<file path="src/rtl/sdm2_bitstream_tx.sv">
// sdm2_bitstream_tx
// Second-order digital sigma-delta modulator producing a 1-bit density-modulated
// stream from signed PCM samples. Each accepted sample stays active for OSR clk
// cycles. A one-entry pending register lets the next sample arrive during a frame.
//
// Ports
//   clk, reset_n          clock; asynchronous active-low reset
//   enable                run request (a running frame always completes)
//   sample_in/valid/ready PCM sample handshake
//   bit_out               bitstream, 1 = +FS, 0 = -FS
//   frame_strobe          1-cycle pulse in the first cycle of each new frame
//   busy                  state != IDLE
//   underrun/underrun_clr sticky "frame boundary without a sample" flag and its clear
//   digital_monitor_sel   test-point select
//   digital_monitor       registered test point
//
// state | meaning
// IDLE  | integrators held at 0, bit_out toggles (midscale pattern)
// PRIME | waiting for the first sample, integrators at 0, bit_out forced to 0
// RUN   | modulating; frames of OSR cycles, samples taken at frame boundaries
module sdm2_bitstream_tx #(
  parameter int OSR        = 256,
  parameter int CNT_WIDTH  = $clog2(OSR),
  parameter int DATA_WIDTH = 16,
  parameter int ACC_WIDTH  = DATA_WIDTH + 4
) (
  input  logic                  clk,
  input  logic                  reset_n,
  input  logic                  enable,
  input  logic [DATA_WIDTH-1:0] sample_in,
  input  logic                  sample_valid,
  output logic                  sample_ready,
  output logic                  bit_out,
  output logic                  frame_strobe,
  output logic                  busy,
  output logic                  underrun,
  input  logic                  underrun_clr,
  input  logic [2:0]            digital_monitor_sel,
  output logic [ACC_WIDTH-1:0]  digital_monitor
);

  typedef enum logic [1:0] {IDLE = 2'd0, PRIME = 2'd1, RUN = 2'd2} state_t;

  // Two guard bits cover i + i + FS without wrapping before saturation.
  localparam int SUM_WIDTH = ACC_WIDTH + 2;
  localparam logic [CNT_WIDTH-1:0] CNT_LAST = CNT_WIDTH'(OSR - 1);
  localparam logic [ACC_WIDTH-1:0] FB_POS =
    {{(ACC_WIDTH-DATA_WIDTH){1'b0}}, 1'b1, {(DATA_WIDTH-1){1'b0}}};
  localparam logic [ACC_WIDTH-1:0] FB_NEG =
    {{(ACC_WIDTH-DATA_WIDTH+1){1'b1}}, {(DATA_WIDTH-1){1'b0}}};

  state_t                state, state_nxt;
  logic [CNT_WIDTH-1:0]  frame_cnt;
  logic [DATA_WIDTH-1:0] active, pending;
  logic                  pending_valid;
  logic [ACC_WIDTH-1:0]  i1, i2, i1_n, i2_n, fb, active_ext;
  logic                  xfer, at_boundary;

  function automatic logic [SUM_WIDTH-1:0] sext2(input logic [ACC_WIDTH-1:0] x);
    return {{2{x[ACC_WIDTH-1]}}, x};
  endfunction

  // Clamp when the guard bits disagree with the accumulator sign bit.
  function automatic logic [ACC_WIDTH-1:0] sat(input logic [SUM_WIDTH-1:0] s);
    logic [2:0] top;
    top = s[SUM_WIDTH-1:ACC_WIDTH-1];
    if (top == 3'b000 || top == 3'b111) return s[ACC_WIDTH-1:0];
    else if (s[SUM_WIDTH-1])            return {1'b1, {(ACC_WIDTH-1){1'b0}}};
    else                                return {1'b0, {(ACC_WIDTH-1){1'b1}}};
  endfunction

  always_ff @(posedge clk or negedge reset_n) begin
    if (!reset_n) state <= IDLE;
    else          state <= state_nxt;
  end

  // In PRIME a sample offered on the edge where enable falls is accepted and
  // then dropped, since the block returns to IDLE.
  always_comb begin
    state_nxt    = state;
    sample_ready = 1'b0;
    case (state)
      IDLE:  if (enable) state_nxt = PRIME;
      PRIME: begin
        sample_ready = 1'b1;
        if (!enable)          state_nxt = IDLE;
        else if (sample_valid) state_nxt = RUN;
      end
      RUN: begin
        sample_ready = !pending_valid;
        if (frame_cnt == CNT_LAST && !enable) state_nxt = IDLE;
      end
      default: state_nxt = IDLE;
    endcase
  end

  assign busy        = (state != IDLE);
  assign at_boundary = (state == RUN) && (frame_cnt == CNT_LAST);
  assign xfer        = sample_valid & sample_ready;

  always_comb begin
    fb         = bit_out ? FB_POS : FB_NEG;
    active_ext = {{(ACC_WIDTH-DATA_WIDTH){active[DATA_WIDTH-1]}}, active};
    i1_n       = sat(sext2(i1) + sext2(active_ext) - sext2(fb));
    i2_n       = sat(sext2(i2) + sext2(i1) - sext2(fb));
  end

  always_ff @(posedge clk or negedge reset_n) begin
    if (!reset_n) begin
      i1            <= '0;
      i2            <= '0;
      bit_out       <= 1'b0;
      frame_cnt     <= '0;
      frame_strobe  <= 1'b0;
      active        <= '0;
      pending       <= '0;
      pending_valid <= 1'b0;
    end else begin
      frame_strobe <= 1'b0;
      case (state)
        IDLE: begin
          i1            <= '0;
          i2            <= '0;
          bit_out       <= ~bit_out;
          frame_cnt     <= '0;
          pending_valid <= 1'b0;
        end
        PRIME: begin
          i1        <= '0;
          i2        <= '0;
          bit_out   <= 1'b0;
          frame_cnt <= '0;
          if (enable && xfer) begin
            active       <= sample_in;
            frame_strobe <= 1'b1;
          end
        end
        RUN: begin
          i1        <= i1_n;
          i2        <= i2_n;
          bit_out   <= ~i2_n[ACC_WIDTH-1];
          frame_cnt <= frame_cnt + CNT_WIDTH'(1);
          if (at_boundary) begin
            if (!enable) begin
              i1            <= '0;
              i2            <= '0;
              pending_valid <= 1'b0;
            end else begin
              frame_strobe <= 1'b1;
              if (pending_valid) begin
                active        <= pending;
                pending_valid <= 1'b0;
              end else if (xfer) begin
                active <= sample_in;
              end
            end
          end else if (xfer) begin
            pending       <= sample_in;
            pending_valid <= 1'b1;
          end
        end
        default: ;
      endcase
    end
  end

  // A new underrun wins over a simultaneous clear.
  always_ff @(posedge clk or negedge reset_n) begin
    if (!reset_n)
      underrun <= 1'b0;
    else if (at_boundary && enable && !pending_valid && !xfer)
      underrun <= 1'b1;
    else if (underrun_clr || (state == IDLE && enable))
      underrun <= 1'b0;
  end

  always_ff @(posedge clk or negedge reset_n) begin
    if (!reset_n) begin
      digital_monitor <= '0;
    end else begin
      case (digital_monitor_sel)
        3'd0:    digital_monitor <= '0;
        3'd1:    digital_monitor <= active_ext;
        3'd2:    digital_monitor <= i1;
        3'd3:    digital_monitor <= i2;
        3'd4:    digital_monitor <= {{(ACC_WIDTH-CNT_WIDTH){1'b0}}, frame_cnt};
        3'd5:    digital_monitor <= {{(ACC_WIDTH-4){1'b0}}, state, pending_valid, underrun};
        3'd6:    digital_monitor <= {{(ACC_WIDTH-1){1'b0}}, bit_out};
        default: digital_monitor <= '1;
      endcase
    end
  end

endmodule

</file>
<file path="config.mk">
export PLATFORM = sky130hd
export DESIGN_NAME = sdm2_bitstream_tx
export DESIGN_NICKNAME = d
export VERILOG_FILES = /design/src/rtl/sdm2_bitstream_tx.sv
export SDC_FILE = /design/constraint.sdc
export NUM_CORES = 1
export LEC_CHECK = 0
export BUFFER_PORTS_ARGS = -buffer_cell sky130_fd_sc_hd__buf_4
export CORE_MARGIN = 5
export CORE_UTILIZATION = 55
export CTS_CLUSTER_DIAMETER = 30
export DETAILED_ROUTE_END_ITERATION = 12
export GPL_TIMING_DRIVEN = 0
export MAX_ROUTING_LAYER = met4
export PLACE_DENSITY_LB_ADDON = 0.15
export SYNTH_ARGS = -nofsm -noshare
export SYNTH_HDL_FRONTEND = slang
export SYNTH_SLANG_ARGS = --single-unit
</file>
<file path="constraint.sdc">
create_clock -name clk -period 10.3 [get_ports clk]
set_clock_uncertainty 0.2 [all_clocks]
set_input_delay 1.03 -clock clk [delete_from_list [all_inputs] [get_ports clk]]
set_output_delay 1.03 -clock clk [all_outputs]
set_load 0.01 [all_outputs]
</file>
==> reports/qor_table.md <==
| Step | Result | Reported |
| --- | --- | --- |
| sta | Number of hold violations in the final report | 0 |
| floorplanning | Number of cell rows | 43 |
| worst hold path | Hold Path End | active[3] |
| setup path | Worst-case reg-to-reg path depth | 13 |
| drt | Iteration-0 DRC count of the detailed router | 450 |
| finish | Post-route standard cell area excluding fillers | 8600 µm² |
| power | Switching power | 218 µW |
| power | Share of total power consumed by net switching | 23.8% |
| yosys | Syn avg cell area | 9.41 µm² |
| drt | Drt first pass iters | 5 |
| finish | Sequential cell area | 2650 µm² |
| placement | DP HPWL | 15.0 mm |
| global route | Largest net degree at the start of global routing | 107 |
| yosys | Count of unique library cells instantiated by Yosys | 77 |
| setup path | Endpoint kind of the worst setup timing path | register |
| setup path | Slack of the worst reg-to-reg path | 5950 ps |
| yosys | Share of the synthesized area in the top cell type | 34.6% |
| power | Combinational Power Share | 9.7% |
| placement | Global placer's final weighted congestion | 0.949 |
| finish | Share of post-route cells with drive strength above 1 | 13.9% |
| sta | Final worst path period share | 42.2% |
| yosys | Library cell occupying the most area in the post-synthesis netlist | sky130_fd_sc_hd__dfrtp_1 |
| floorplanning | Chip width | 128 µm |
| setup path | Crit Reg-Reg Endpoint | i2[4] |
| power | Post-layout total power | 917 µW |
| finish | Nets | 983 |
| clocking | Hold buffer count at cts | 0 |
| yosys | Post-synthesis sequential area ratio | 34.6% |
| worst hold path | Min-Delay Path Depth | 2 |
| yosys | Number of synthesized register bits | 106 |
| sta | Sum Neg Setup Slack | 0 ps |
| clocking | CTS H-tree depth | 3 |
| drt | Count of nets left with antenna violations after detail routing | 0 |
| global route | Vias in the first global route | 6444 |
| clocking | Total clock buffers created by CTS | 9 |
| clocking | CTS tree | done |
| floorplanning | Initial Utilization | 55.7% |
| finish | Multi-input gate area | 4440 µm² |
| power | Worst vdd ir | 0.112 mV |
| floorplanning | Die Area | 16400 µm² |
| worst hold path | Hold WC Path Type | reg -> reg |
| sta | Final setup violation count | 0 |
| yosys | Flip-flop cell with the highest count after synthesis | sky130_fd_sc_hd__dfrtp_1 |
| sta | Worst-Margin Slew | 739 ps |
| global route | Aggregate global routing overflow | 0 |
| setup path | Worst Path Max Fanout | 10 |
| flow run | Max-cap violations | 0 |
| finish | Synthesis-to-finish area growth | 12.1% |
| finish | Total of fill cells in the finished design | 1216 |
| placement | Placement Cell Area | 8250 µm² |
| yosys | Post-Syn Instances | 815 |
| yosys | Most common cell in the synthesized netlist | sky130_fd_sc_hd__inv_1 |
| sta | Final setup margin | 5950 ps |
| finish | ANT cells | 0 |
| floorplanning | Total I/O pin count | 49 |
| yosys | Number of enable flip-flop cells after synthesis | 0 |
| outcome | Status | completed |
| clocking | Clk_lat worst skew | 360 ps |
| placement | Cell Count Post-Placement | 1042 |
| sta | Worst slew slack as a fraction of its limit | 50.7% |
| setup path | Data arrival time at the worst-slack endpoint | 4390 ps |
| drt | Wirelength, routed | 19.3 mm |
| drt | Per-cell routed wire length | 18.2 µm |
| drt | Remaining routing DRC violations | 0 |
| yosys | Top cells by area, synth | sky130_fd_sc_hd__dfrtp_1 35%, sky130_fd_sc_hd__ha_1 13%, sky130_fd_sc_hd__inv_1 5.9% |
| global route | Global-route usage over all layers | 24.8% |
| setup path | Crit Reg-Reg Startpoint | bit_out |
| yosys | Syn Std Cell Area | 7670 µm² |
| yosys | Net count of the mapped netlist | 924 |
| clocking | Number of buffers added for setup after CTS | 0 |
| finish | Core utilization of the finished layout | 62.5% |
| power | Leakage | 4.07 nW |
| floorplanning | Core Box Area | 13800 µm² |
| power | Power per unit of standard cell area | 107 nW/µm² |
| clocking | TritonCTS sink count | 106 |
| placement | Worst slack at placement | 6040 ps |
| setup path | Startpoint-to-endpoint class of the critical path | reg -> reg |
| power | Clock power frac | 40.6% |
| drt | Vias per cell | 6.00 |
| sta | Timing-limited maximum frequency | 0.230 GHz |
| worst hold path | Startpoint of the worst hold path | active[3] |
| drt | Overall via count from detail_route | 6353 |
| yosys | Async set or reset register ratio after synthesis | 100% |
| clocking | Clock transition at the register clock pins on the worst setup and hold paths after CTS | 70 ps |
| clocking | CTS-repair resized insts | 0 |
| clocking | Maximum root-to-sink buffer count | 2 |
| sta | Minimum hold slack | 298 ps |
| power | Internal portion of total power | 698 µW |
| global route | First-pass GRT wire length | 31.4 mm |
| finish | Final Non-Filler Cells | 1059 |
| sta | Max-slew violation total from the final report | 0 |
| floorplanning | Die Ht | 128 µm |
| sta | Setup repair after global routing missed its margin | no |
| yosys | Top cells by instance count after synthesis | 120 x sky130_fd_sc_hd__inv_1, 106 x sky130_fd_sc_hd__dfrtp_1, 77 x sky130_fd_sc_hd__ha_1 |
| yosys | Yosys warning total | 0 |
| global route | Initial antenna violation count | 0 |
| clocking | Clock tree root buffer cell | sky130_fd_sc_hd__clkbuf_16 |
| sta | Time the final worst path needs with I/O delays and setup | 4350 ps |
| placement | Port Buffers | 47 |
| power | Sequential Power Share | 49.8% |
| setup path | Nature of the critical path startpoint | register |
| setup path | Worst EP required | 10340 ps |
## state kept, by name, indices dropped and copies added, names as in the netlist, 2 cells and up
| name | cells |
|---|---|
| i1 | 20 |
| pending | 16 |
| i2 | 20 |
| state | 2 |
| digital_monitor | 20 |
| active | 16 |
| frame_cnt | 8 |
## worst max-delay path, cell delays in order, from the launching register on
cell and delay, ps:
sky130_fd_sc_hd__dfrtp_1 740, sky130_fd_sc_hd__inv_1 340, sky130_fd_sc_hd__fa_1 600, sky130_fd_sc_hd__inv_1 50, sky130_fd_sc_hd__ha_1 330, sky130_fd_sc_hd__a21o_1 230, sky130_fd_sc_hd__nor2_1 210, sky130_fd_sc_hd__o21ai_0 170
sky130_fd_sc_hd__a21o_1 240, sky130_fd_sc_hd__a31oi_4 200, sky130_fd_sc_hd__xor2_4 250, sky130_fd_sc_hd__o21ai_4 160, sky130_fd_sc_hd__buf_6 200, sky130_fd_sc_hd__a221o_1 300
## layout by cell type, fill, tap and decap left out, types with 23 or more instances in the layout
cell type,Yosys,final
sky130_fd_sc_hd__inv_1,120,120
sky130_fd_sc_hd__dfrtp_1,106,106
sky130_fd_sc_hd__ha_1,77,77
sky130_fd_sc_hd__nand2_1,67,67
sky130_fd_sc_hd__o21ai_0,52,52
sky130_fd_sc_hd__buf_4,0,46
sky130_fd_sc_hd__nor2_1,43,43
sky130_fd_sc_hd__a21oi_1,42,42
sky130_fd_sc_hd__a221o_1,37,37
sky130_fd_sc_hd__xnor2_1,23,23
## layout make-up
class | instances | area share (%)
Clock inverter | 4 | 0.654
Timing Repair Buffer | 48 | 4.46
Buffer | 27 | 1.50
Inverter | 121 | 5.28
Tap cell | 180 | 2.62
Sequential cell | 106 | 30.8
Multi-Input combinational cell | 561 | 51.6
Clock buffer | 12 | 3.10
## worst max-delay path by stage
stage / cells after the start / end / slack, ps / start
CTS: 13 / i2[4] / 6020 / bit_out
floorplan: 13 / i2[10] / 6590 / bit_out
finish: 13 / i2[4] / 5950 / bit_out
global placement: 13 / i1[9] / 6060 / bit_out
global route: 13 / i2[4] / 5660 / bit_out
detailed placement: 13 / i2[4] / 6040 / bit_out
## cell families (layout without fill, tap and decap cells)
group                      Yosys count  count (layout)  share of synthesized area [%]
buffers and inverters              148             212                           7.60
AOI/OAI and AO/OA                  237             237                           23.1
muxes                               34              34                           4.73
and+or+nand+nor                    169             169                           10.8
adders and majority gates           85              85                           14.6
xor gates and xnor gates            36              36                           4.55
DFF                                106             106                           34.6
## per-layer routing
layer	vias to the layer above	wire length [µm]	share of wire, %	GRT usage (%)
met3	42	1020	5.3	3.62
met1	3121	8050	42	30.3
met5	-	0	0	-
li1	3009	-	-	-
met2	181	9650	50	42.0
met4	0	554	2.9	8.61
## power by group through the flow
stage | clock (mW) | sequential (mW) | combinational (mW)
global placement | 0 | 0.462 | 0.0854
detailed placement | 0 | 0.465 | 0.0880
global route | 0.393 | 0.459 | 0.0986
finish | 0.372 | 0.456 | 0.0886
floorplan | 0 | 0.463 | 0.0503
CTS | 0.377 | 0.456 | 0.0882
No activity file was read; power rests on OpenSTA's default activity.
